[src/rtl/branch_target_predictor_pkg.sv]
// Shared types for the branch target predictor: counter encoding, table entry
// layout and the saturating counter update rule.
package bp_pkg;

    typedef logic [1:0] ctr_t;

    localparam ctr_t CTR_SNT = 2'b00;
    localparam ctr_t CTR_WNT = 2'b01;
    localparam ctr_t CTR_WT  = 2'b10;
    localparam ctr_t CTR_ST  = 2'b11;

    localparam logic [31:0] PC_STEP = 32'd4;

    // Tag storage is sized for the smallest legal table (PC[31:2]); unused
    // upper bits stay zero and are pruned by synthesis.
    localparam int unsigned TAG_MAX_W = 30;

    typedef struct packed {
        logic                 valid;
        logic [TAG_MAX_W-1:0] tag;
        logic [31:0]          target;
        ctr_t                 ctr;
    } btb_entry_t;

    function automatic ctr_t sat_update(ctr_t c, logic t);
        ctr_t n;
        n = c;
        if (t) begin
            if (c != CTR_ST) n = ctr_t'(c + 2'd1);
        end else begin
            if (c != CTR_SNT) n = ctr_t'(c - 2'd1);
        end
        return n;
    endfunction

endpackage

[src/rtl/branch_target_predictor_if.sv]
// Lookup and training bus between fetch/EX and the branch target predictor.
interface branch_target_predictor_if;

    logic [31:0] PC;
    logic        hit;
    logic        taken;
    logic [31:0] PC_Target;
    logic        ID_EX_Branch;
    logic [31:0] ID_EX_PC;
    logic [31:0] ID_EX_Target;
    logic        Pcsrc;
    logic        flush_all;

    modport master (
        output PC, ID_EX_Branch, ID_EX_PC, ID_EX_Target, Pcsrc, flush_all,
        input  hit, taken, PC_Target
    );

    modport slave (
        input  PC, ID_EX_Branch, ID_EX_PC, ID_EX_Target, Pcsrc, flush_all,
        output hit, taken, PC_Target
    );

endinterface

[src/rtl/branch_target_predictor_sat_counter2.sv]
// Combinational next state of one 2-bit saturating direction counter.
module sat_counter2
    import bp_pkg::*;
(
    input  ctr_t c,
    input  logic t,
    output ctr_t n
);

    assign n = sat_update(c, t);

endmodule

[src/rtl/branch_target_predictor.sv]
// Direct-mapped BTB with 2-bit direction counters, combinational lookup and
// training from EX. Define BTP_WRITE_BYPASS_EN to forward same-cycle updates.
module branch_target_predictor
    import bp_pkg::*;
#(
    parameter int unsigned ENTRIES     = 16,
    parameter ctr_t        CTR_INIT_T  = CTR_WT,
    parameter ctr_t        CTR_INIT_NT = CTR_WNT
) (
    input  logic                       clk,
    input  logic                       reset,
    branch_target_predictor_if.slave   bus
);

    localparam int unsigned IDX_W = $clog2(ENTRIES);

    function automatic logic [TAG_MAX_W-1:0] tag_of(logic [31:0] pc);
        return pc[31:2] >> IDX_W;
    endfunction

    btb_entry_t btb_q [ENTRIES];

    logic [IDX_W-1:0] lk_idx;
    logic [IDX_W-1:0] up_idx;
    btb_entry_t       cur_entry;
    btb_entry_t       upd_entry;
    btb_entry_t       lk_entry;
    logic             up_hit;
    ctr_t             ctr_next;
    logic             unused_pc_lsb;

    assign lk_idx        = bus.PC[IDX_W+1:2];
    assign up_idx        = bus.ID_EX_PC[IDX_W+1:2];
    assign cur_entry     = btb_q[up_idx];
    assign up_hit        = cur_entry.valid && (cur_entry.tag == tag_of(bus.ID_EX_PC));
    assign unused_pc_lsb = ^bus.ID_EX_PC[1:0];

    sat_counter2 u_ctr (
        .c (cur_entry.ctr),
        .t (bus.Pcsrc),
        .n (ctr_next)
    );

    // Post-update contents of the entry addressed by the resolving branch
    always_comb begin
        upd_entry = cur_entry;
        if (up_hit) begin
            upd_entry.ctr = ctr_next;
            if (bus.Pcsrc) upd_entry.target = bus.ID_EX_Target;
        end else begin
            upd_entry.valid  = 1'b1;
            upd_entry.tag    = tag_of(bus.ID_EX_PC);
            upd_entry.target = bus.ID_EX_Target;
            upd_entry.ctr    = bus.Pcsrc ? CTR_INIT_T : CTR_INIT_NT;
        end
    end

`ifdef BTP_WRITE_BYPASS_EN
    // Forward the update being written this edge; a flush drops the update
    logic byp;
    assign byp = bus.ID_EX_Branch && !bus.flush_all && (up_idx == lk_idx)
                 && (tag_of(bus.ID_EX_PC) == tag_of(bus.PC));
    assign lk_entry = byp ? upd_entry : btb_q[lk_idx];
`else
    assign lk_entry = btb_q[lk_idx];
`endif

    always_comb begin
        bus.hit       = lk_entry.valid && (lk_entry.tag == tag_of(bus.PC));
        bus.taken     = bus.hit && lk_entry.ctr[1];
        bus.PC_Target = bus.taken ? lk_entry.target : bus.PC + PC_STEP;
    end

    // Table storage; flush beats a coincident update
    always_ff @(posedge clk or negedge reset) begin
        if (!reset) begin
            for (int i = 0; i < int'(ENTRIES); i++) begin
                btb_q[i] <= '{valid: 1'b0, tag: '0, target: '0, ctr: CTR_WNT};
            end
        end else if (bus.flush_all) begin
            for (int i = 0; i < int'(ENTRIES); i++) begin
                btb_q[i].valid <= 1'b0;
            end
        end else if (bus.ID_EX_Branch) begin
            btb_q[up_idx] <= upd_entry;
        end
    end

endmodule
[src/flat_wrapper.sv]
// flat-port wrapper written by rule: the top's interface ports become plain ports
module branch_target_predictor_flat import bp_pkg::*;
#(
    parameter int unsigned ENTRIES     = 16,
    parameter ctr_t        CTR_INIT_T  = CTR_WT,
    parameter ctr_t        CTR_INIT_NT = CTR_WNT
)
  (clk, reset, bus_PC, bus_ID_EX_Branch, bus_ID_EX_PC, bus_ID_EX_Target, bus_Pcsrc, bus_flush_all, bus_hit, bus_taken, bus_PC_Target);
  branch_target_predictor_if bus_i ();
  input  logic clk;
  input  logic reset;
  input wire logic [$bits(bus_i.PC)-1:0] bus_PC;
  input wire logic [$bits(bus_i.ID_EX_Branch)-1:0] bus_ID_EX_Branch;
  input wire logic [$bits(bus_i.ID_EX_PC)-1:0] bus_ID_EX_PC;
  input wire logic [$bits(bus_i.ID_EX_Target)-1:0] bus_ID_EX_Target;
  input wire logic [$bits(bus_i.Pcsrc)-1:0] bus_Pcsrc;
  input wire logic [$bits(bus_i.flush_all)-1:0] bus_flush_all;
  output wire logic [$bits(bus_i.hit)-1:0] bus_hit;
  output wire logic [$bits(bus_i.taken)-1:0] bus_taken;
  output wire logic [$bits(bus_i.PC_Target)-1:0] bus_PC_Target;
  assign bus_i.PC = bus_PC;
  assign bus_i.ID_EX_Branch = bus_ID_EX_Branch;
  assign bus_i.ID_EX_PC = bus_ID_EX_PC;
  assign bus_i.ID_EX_Target = bus_ID_EX_Target;
  assign bus_i.Pcsrc = bus_Pcsrc;
  assign bus_i.flush_all = bus_flush_all;
  assign bus_hit = bus_i.hit;
  assign bus_taken = bus_i.taken;
  assign bus_PC_Target = bus_i.PC_Target;
  branch_target_predictor #(.ENTRIES(ENTRIES), .CTR_INIT_T(CTR_INIT_T), .CTR_INIT_NT(CTR_INIT_NT)) u_core (.clk(clk), .reset(reset), .bus(bus_i));
endmodule
[config.mk]
export PLATFORM = sky130hd
export DESIGN_NAME = branch_target_predictor_flat
export DESIGN_NICKNAME = d
export VERILOG_FILES = /design/src/rtl/branch_target_predictor_pkg.sv /design/src/rtl/branch_target_predictor_if.sv /design/src/rtl/branch_target_predictor_sat_counter2.sv /design/src/rtl/branch_target_predictor.sv /design/src/flat_wrapper.sv
export SDC_FILE = /design/constraint.sdc
export NUM_CORES = 2
export LEC_CHECK = 0
export CAP_MARGIN = 20
export CORE_AREA = 4 4 230 457
export CTS_CLUSTER_DIAMETER = 50
export CTS_CLUSTER_SIZE = 25
export DETAILED_ROUTE_END_ITERATION = 16
export DIE_AREA = 0 0 234 461
export GPL_TIMING_DRIVEN = 0
export PLACE_DENSITY = 0.82
export SYNTH_ARGS = -nofsm -noshare
export SYNTH_HDL_FRONTEND = slang
export SYNTH_SLANG_ARGS = --single-unit
[constraint.sdc]
create_clock -name clk -period 5.78 [get_ports clk]
set_input_delay 0.867 -clock clk [delete_from_list [all_inputs] [get_ports clk]]
set_output_delay 0.867 -clock clk [all_outputs]
set_load 0.01 [all_outputs]
Yosys cells after proc, flatten, opt, wreduce, memory -nomap -nowiden
Cells that the tools add are included.
{ "totals": {"register_bits": 1040, "in_bits": 101, "out_inout_bits": 34, "wordCells": 117} }
{ "classes": {"add_sub_neg": 3, "order_cmp": 3, "eq_ne": 3, "mux": 34, "bitwise_logic": 3, "reduce_logical": 7} }
{ "ops": {"columns": ["cell", "count"], "rows": [
  ["$bwmux W1040", 1],
  ["$mux W1040", 1],
  ["$bmux W65 S4", 2],
  ["$mux W65", 5],
  ["$demux W65 S4", 1],
  ["$mux W32", 2],
  ["$eq A30 B26 Y1", 2],
  ["$mux W34", 1],
  ["$add A32 B3 Y32 const B", 1],
  ["$mux W31", 1],
  ["$mux W1", 16],
  ["$ge A5 B5 Y1 const B", 2],
  ["$not A4 Y5", 2],
  ["$mux W2", 4],
  ["$lt A5 B1 Y1 const B", 1],
  ["$logic_and A1 B1 Y1", 4],
  ["$reduce_bool A2 Y1", 2],
  ["$add A2 B1 Y2 const B", 1],
  ["$ne A2 B2 Y1 const B", 1],
  ["$reduce_and A2 Y1", 1],
  ["$sub A2 B1 Y2 const B", 1],
  ["$not A1 Y1", 1]
]} }

Depth between registers and ports, before layout
{ "logic_depth": {"ltp_word": 11, "mapped_depth": 17, "mapped_depth_nobuf": 9} }

Cells and area by module
Synthesis repeated with hierarchy kept, for this count alone.
{ "unflattened": {"cells_unflattened": 5221, "area_unflattened_um2": 57442.6} }
{ "by_module_without_submodules": {"columns": ["mod", "instances", "cells_per_inst", "area_per_inst_um2", "seq_area_each_um2"], "rows": [
  ["branch_target_predictor", 1, 5218, 57416.3, 26045.0],
  ["sat_counter2", 1, 3, 26.3, 0.0]
]} }

Worst setup path after synthesis
Ideal clock, no wire load.
{ "synth_path": {"path_type": "input -> output", "startpoint": "in bus_PC[2]", "endpoint": "out bus_PC_Target[11]", "arrival_ps": 4364, "t_required_ps": 4913, "slack_ps": 549, "cell_stages": 10, "cell_sequence": "buf_2 buf_2 buf_2 buf_2 buf_1 buf_2 buf_1 mux4_2 mux4_2 mux2_2"} }
{ "synth_between": {"elab_chain_cells": 8} }
{ "synth_lines": {"columns": ["element", "line_no", "text"], "rows": [
  ["start: declaration", "flat_wrapper.sv:12", "input wire logic [$bits(bus_i.PC)-1:0] bus_PC;"],
  ["$not A4 Y5 (implied by the code)", "branch_target_predictor.sv:65", "assign lk_entry = btb_q[lk_idx];"],
  ["$bmux W65 S4", "branch_target_predictor.sv:65", null],
  ["$mux W65 (implied by the code) (2 in a row)", "branch_target_predictor.sv:65", null],
  ["$eq A30 B26 Y1", "branch_target_predictor.sv:69", "bus.hit = lk_entry.valid && (lk_entry.tag == tag_of(bus.PC));"],
  ["$logic_and A1 B1 Y1", "branch_target_predictor.sv:69", null],
  ["$logic_and A1 B1 Y1", "branch_target_predictor.sv:70", "bus.taken = bus.hit && lk_entry.ctr[1];"],
  ["$mux W32 *", "branch_target_predictor.sv:71", "bus.PC_Target = bus.taken ? lk_entry.target : bus.PC + PC_STEP;"],
  ["end: declaration", "flat_wrapper.sv:20", "output wire logic [$bits(bus_i.PC_Target)-1:0] bus_PC_Target;"]
]} }
Every way passes the cells marked *; elsewhere a longest branch is shown, timed or not. The select of a mux whose other input is x is not followed.

Final worst setup path
{ "layout_path": {"startpoint": "in bus_ID_EX_PC[4]", "endpoint": "reg u_core.btb_q[131] (netlist name)"} }
{ "layout_between": {"elab_chain_cells": 9} }
{ "layout_lines": {"columns": ["element", "line_no", "text"], "rows": [
  ["start: declaration", "flat_wrapper.sv:14", "input wire logic [$bits(bus_i.ID_EX_PC)-1:0] bus_ID_EX_PC;"],
  ["$not A4 Y5 (implied by the code) *", "branch_target_predictor.sv:34, branch_target_predictor.sv:85", null],
  ["$bmux W65 S4", "branch_target_predictor.sv:34", "assign cur_entry = btb_q[up_idx];"],
  ["$mux W65 (implied by the code) (2 in a row)", "branch_target_predictor.sv:34", null],
  ["$sub A2 B1 Y2 (tied with other cells)", "branch_target_predictor_pkg.sv:31", "if (c != CTR_SNT) n = ctr_t'(c - 2'd1);"],
  ["$mux W2, on equally long branches", "branch_target_predictor_pkg.sv:31, branch_target_predictor_pkg.sv:29", null],
  ["$mux W2", "branch_target_predictor_pkg.sv:28", "if (t) begin"],
  ["$mux W34", "branch_target_predictor.sv:47", "if (up_hit) begin"],
  ["$bwmux W1040 *", "branch_target_predictor.sv:85", "btb_q[up_idx] <= upd_entry;"],
  ["end signal: indexed assignment", "branch_target_predictor.sv:78", "btb_q[i] <= '{valid: 1'b0, tag: '0, target: '0, ctr: CTR_WNT};"],
  ["end signal: indexed assignment", "branch_target_predictor.sv:85", null],
  ["end: declaration", "branch_target_predictor.sv:21", "btb_entry_t btb_q [ENTRIES];"]
]} }
Marked as above.
A chain may end at the register's enable or synchronous reset.

==> impl_results.md <==
* Die Ht at 461 um
* Fin crit share at 106%
* RSZ-0062 raised after global routing: true
* P_int at 13.5 mW
* Fill cell count at 8065
* P_sw at 6.98 mW
* R2r setup slk at 0.86 ns
* DR top layer: met5
* Area leader, netlist: dfrtp_1
* PwrDens at 323 nW/um^2
* Via Count at 50200
* Fmax at 164 MHz
* Seq/Total Area, Yosys at 46.8%
* DIE AREA at 108000 sq um
* H-tree depth at 3
* Flop pwr share at 47.1%
* Post-synth EDFFs at 0
* Power share of the clock group at 28.1%
* Crit-path max FO at 10
* Mapped Area at 55700 sq um
* Initial DRC count at 7817
* VDD IR-drop max at 0.336 mV
* Top cells by area, synth: dfrtp_1, mux4_2, nand2_1
* DR WL/cell at 40.1 um
* Final Critical Period at 6.10 ns
* Metal2 WL at 124 mm
* Leak Pwr at 28.5 nW
* Setup crit end kind: register
* Met3 routed wirelength at 32.2 mm
* Initial antenna violation count at 15
* Total Routing Usage GR at 52.0%
* Routed Antenna Nets at 0
* Worst-case clock buffer depth at 3
* Clock-pin transition on the worst setup and hold timing paths at 0.10 ns
* Mean Syn Cell Area at 10.6 sq um
* Critical path class: primary input to register
* Initial Util at 54.6%
* Routed wire length at 277 mm
* Total gr overflow at 0
* Yosys reg bits at 1040
* Synthesized netlist cell count at 5236
* Worst Setup Start Kind: primary input
* Failing checks: setup timing
* P&R area growth vs syn at 14.1%
* Setup TNS at -53.15 ns
* Syn nets at 5338
* Global-route wire length before repair at 384 mm
* Final setup vio count at 494
* FP Rows at 166
* Storage element area at 26000 sq um
* Max FFs per register at 1040
* Core area at 102000 sq um
* Yosys top cell area share at 46.0%
* Switching Share at 34.0%
* Fin. max-slew vios at 0
* Die W at 234 um
* Routability cong. at 1.09
* Multi-input logic area at 28200 sq um
* Critical Path RT at 6.40 ns
* Comb pwr share at 24.9%
* Reg2Reg Launch Point: u_core.btb_q[184]
* CTS tree: yes
* M1 WL at 78.4 mm
* Most used DFF post-synth: dfrtp_1
* Status: finished, violations left
* Largest register by flop count: u_core.btb_q
* I/O Buffers at 95
* First-pass iteration count of the detailed router at 7
* Vias in the first global route at 50900
* Pin count of the biggest net entering global routing at 162
* Worst skew pair latency at 0.76 ns
* HP Class: primary input to asynchronous set/reset pin
* R2R depth at 11
* Setup Skew at 0.0669 ns
* CTS sink cnt at 1040
* # Max-Cap Violations at 0
* Slew HR at 6.18%
* Endpoint of the worst register-to-register path: u_core.btb_q[680]
* Clock root cell: clkbuf_16
* PnR worst setup slack at -0.323 ns
* I/O pin total at 135
* Net count of the finished layout at 5589
* Ys Warns at 0
* Via-to-Cell Ratio at 7.27
* Cts bufs inserted at 69
* Layout cells sized above 1 at 20.6%
* DRC errors left at 0
* Crit path DAT at 6.73 ns
* Slew @ Worst Pin at 1.41 ns
* Hold Buf Count CTS at 0
* Unique masters post-synth at 70
* Biggest regs: u_core.btb_q x1040
* Post-synth ARST share at 100%
* Final Hold Viols at 0
* Worst hold slack at 0.164 ns
* DP Wirelength at 201 mm
==> logic make-up (layout without fill, tap and decap cells) <==
| kind of cell | after synthesis | after routing | synth area share (%) |
|---|---|---|---|
| mux | 730 | 730 | 24.9 |
| fa+ha+maj | 1 | 1 | 0.0225 |
| xor+xnor | 84 | 84 | 1.32 |
| other cells | 0 | 22 | 0 |
| compound gates | 795 | 795 | 8.05 |
| buf+inv | 520 | 823 | 3.99 |
| flops | 1040 | 1040 | 46.8 |
| simple gates | 2066 | 2066 | 14.9 |
==> Yosys cell counts, types with 12 or more instances <==
library cell  count
nand2_1        1756
dfrtp_1        1024
mux4_2          520
o21ai_1         501
clkbuf_1        318
mux2i_1         165
o21ai_0          94
buf_2            93
nor2_1           85
and2_1           69
xnor2_1          50
buf_1            48
nor3_1           45
mux2_2           42
xor2_1           34
inv_1            32
nand3_1          25
a21oi_1          22
a22oi_1          22
a31oi_1          22
o31ai_1          21
o2bb2ai_1        18
dfstp_2          16
nor2b_1          15
o22ai_1          15
nor4_1           14
a22o_1           12
==> critical path, stage by stage <==
cell and delay [ns]:
clkbuf_2 0.41, buf_2 0.56, buf_2 0.55, buf_2 0.38, buf_2 0.46, buf_2 0.62, clkdlybuf4s15_2 0.61, buf_2 0.42
nand3_1 0.15, clkbuf_1 0.62, clkbuf_1 0.64, nand2_1 0.22, o31ai_1 0.10
==> placed cells by master (no fill, tap or decap), types with 18 or more instances in the layout <==
master and instances:
o21ai_1 502, dfrtp_1 1024, o21ai_0 87, buf_8 49
clkdlybuf4s50_1 58, buf_12 20, mux2i_4 24, mux2_2 33
buf_4 51, buf_1 24, nand2_1 1754, diode_2 22
mux4_2 520, xnor2_1 43, clkbuf_16 77, nor3_1 41
a22oi_1 22, clkbuf_1 235, mux2i_1 124, a21oi_1 19
nand3_1 24, nor2_1 81, o2bb2ai_1 18, buf_2 70
a31oi_1 22, xor2_1 33, and2_1 69, buf_6 23
o31ai_1 19, inv_1 32, clkbuf_2 86
==> worst max path at each step <==
stage | start | end | slack, ns
5_1_grt | bus_ID_EX_PC[4] | u_core.btb_q[872] | 0.0005
4_1_cts | bus_PC[3] | bus_PC_Target[12] | 0.0001
3_5_place_dp | bus_PC[3] | bus_PC_Target[28] | -4.08
2_1_floorplan | bus_PC[2] | bus_PC_Target[11] | 0.55
3_3_place_gp | reset | u_core.btb_q[789] | -42.86
6_report | bus_ID_EX_PC[4] | u_core.btb_q[131] | -0.32
==> power by group through the flow <==
stage / sequential [mW] / clock (mW) / combinational, mW
3_5_place_dp: 9.69 / 0 / 4.63
3_3_place_gp: 9.63 / 0 / 4.47
4_1_cts: 9.56 / 5.67 / 4.87
2_1_floorplan: 9.29 / 0 / 3.05
6_report: 9.65 / 5.75 / 5.10
5_1_grt: 9.72 / 5.93 / 5.33
==> final cells by class <==
type                       count  share of cell area [%]
buffer                       478                    4.46
sequential                  1040                    41.0
inverter                      38                   0.234
timing repair buffer         184                    3.25
antenna                       22                  0.0867
multi-input combinational   3676                    44.4
clock buffer                  79                    3.01
clock inverter                44                   0.892
tap                         1344                    2.65
==> per-stage QoR <==
stage	cells	cell area [sq um]	setup WS [ns]	utilization, %	power [mW]
after global placement	6675	58300	-42.86	57.2	14.1
after detailed placement	6709	58900	-4.08	57.8	14.3
after floorplan	5236	55700	0.549	-	12.3
after global routing	6892	63500	0.000454	62.2	21.0
final	6905	63500	-0.323	62.3	20.5
after CTS	6863	63000	0.000101	61.8	20.1
==> routing by layer <==
| layer | up-vias | global-route usage [%] |
|---|---|---|
| met5 | - | 0.886 |
| met2 | 4824 | 77.9 |
| li1 | 18900 | - |
| met4 | 10 | 58.7 |
| met1 | 24400 | 53.1 |
| met3 | 2017 | 17.4 |
==> timing repair <==
action | in CTS | in global routing
buffers inserted | 31 | 8
endpoints found under the setup margin | 1033 | 591
resized for setup | 419 | 194
gates cloned | 1 | 2
pin swaps | 14 | 14
Power figures use the tool's default switching activity.
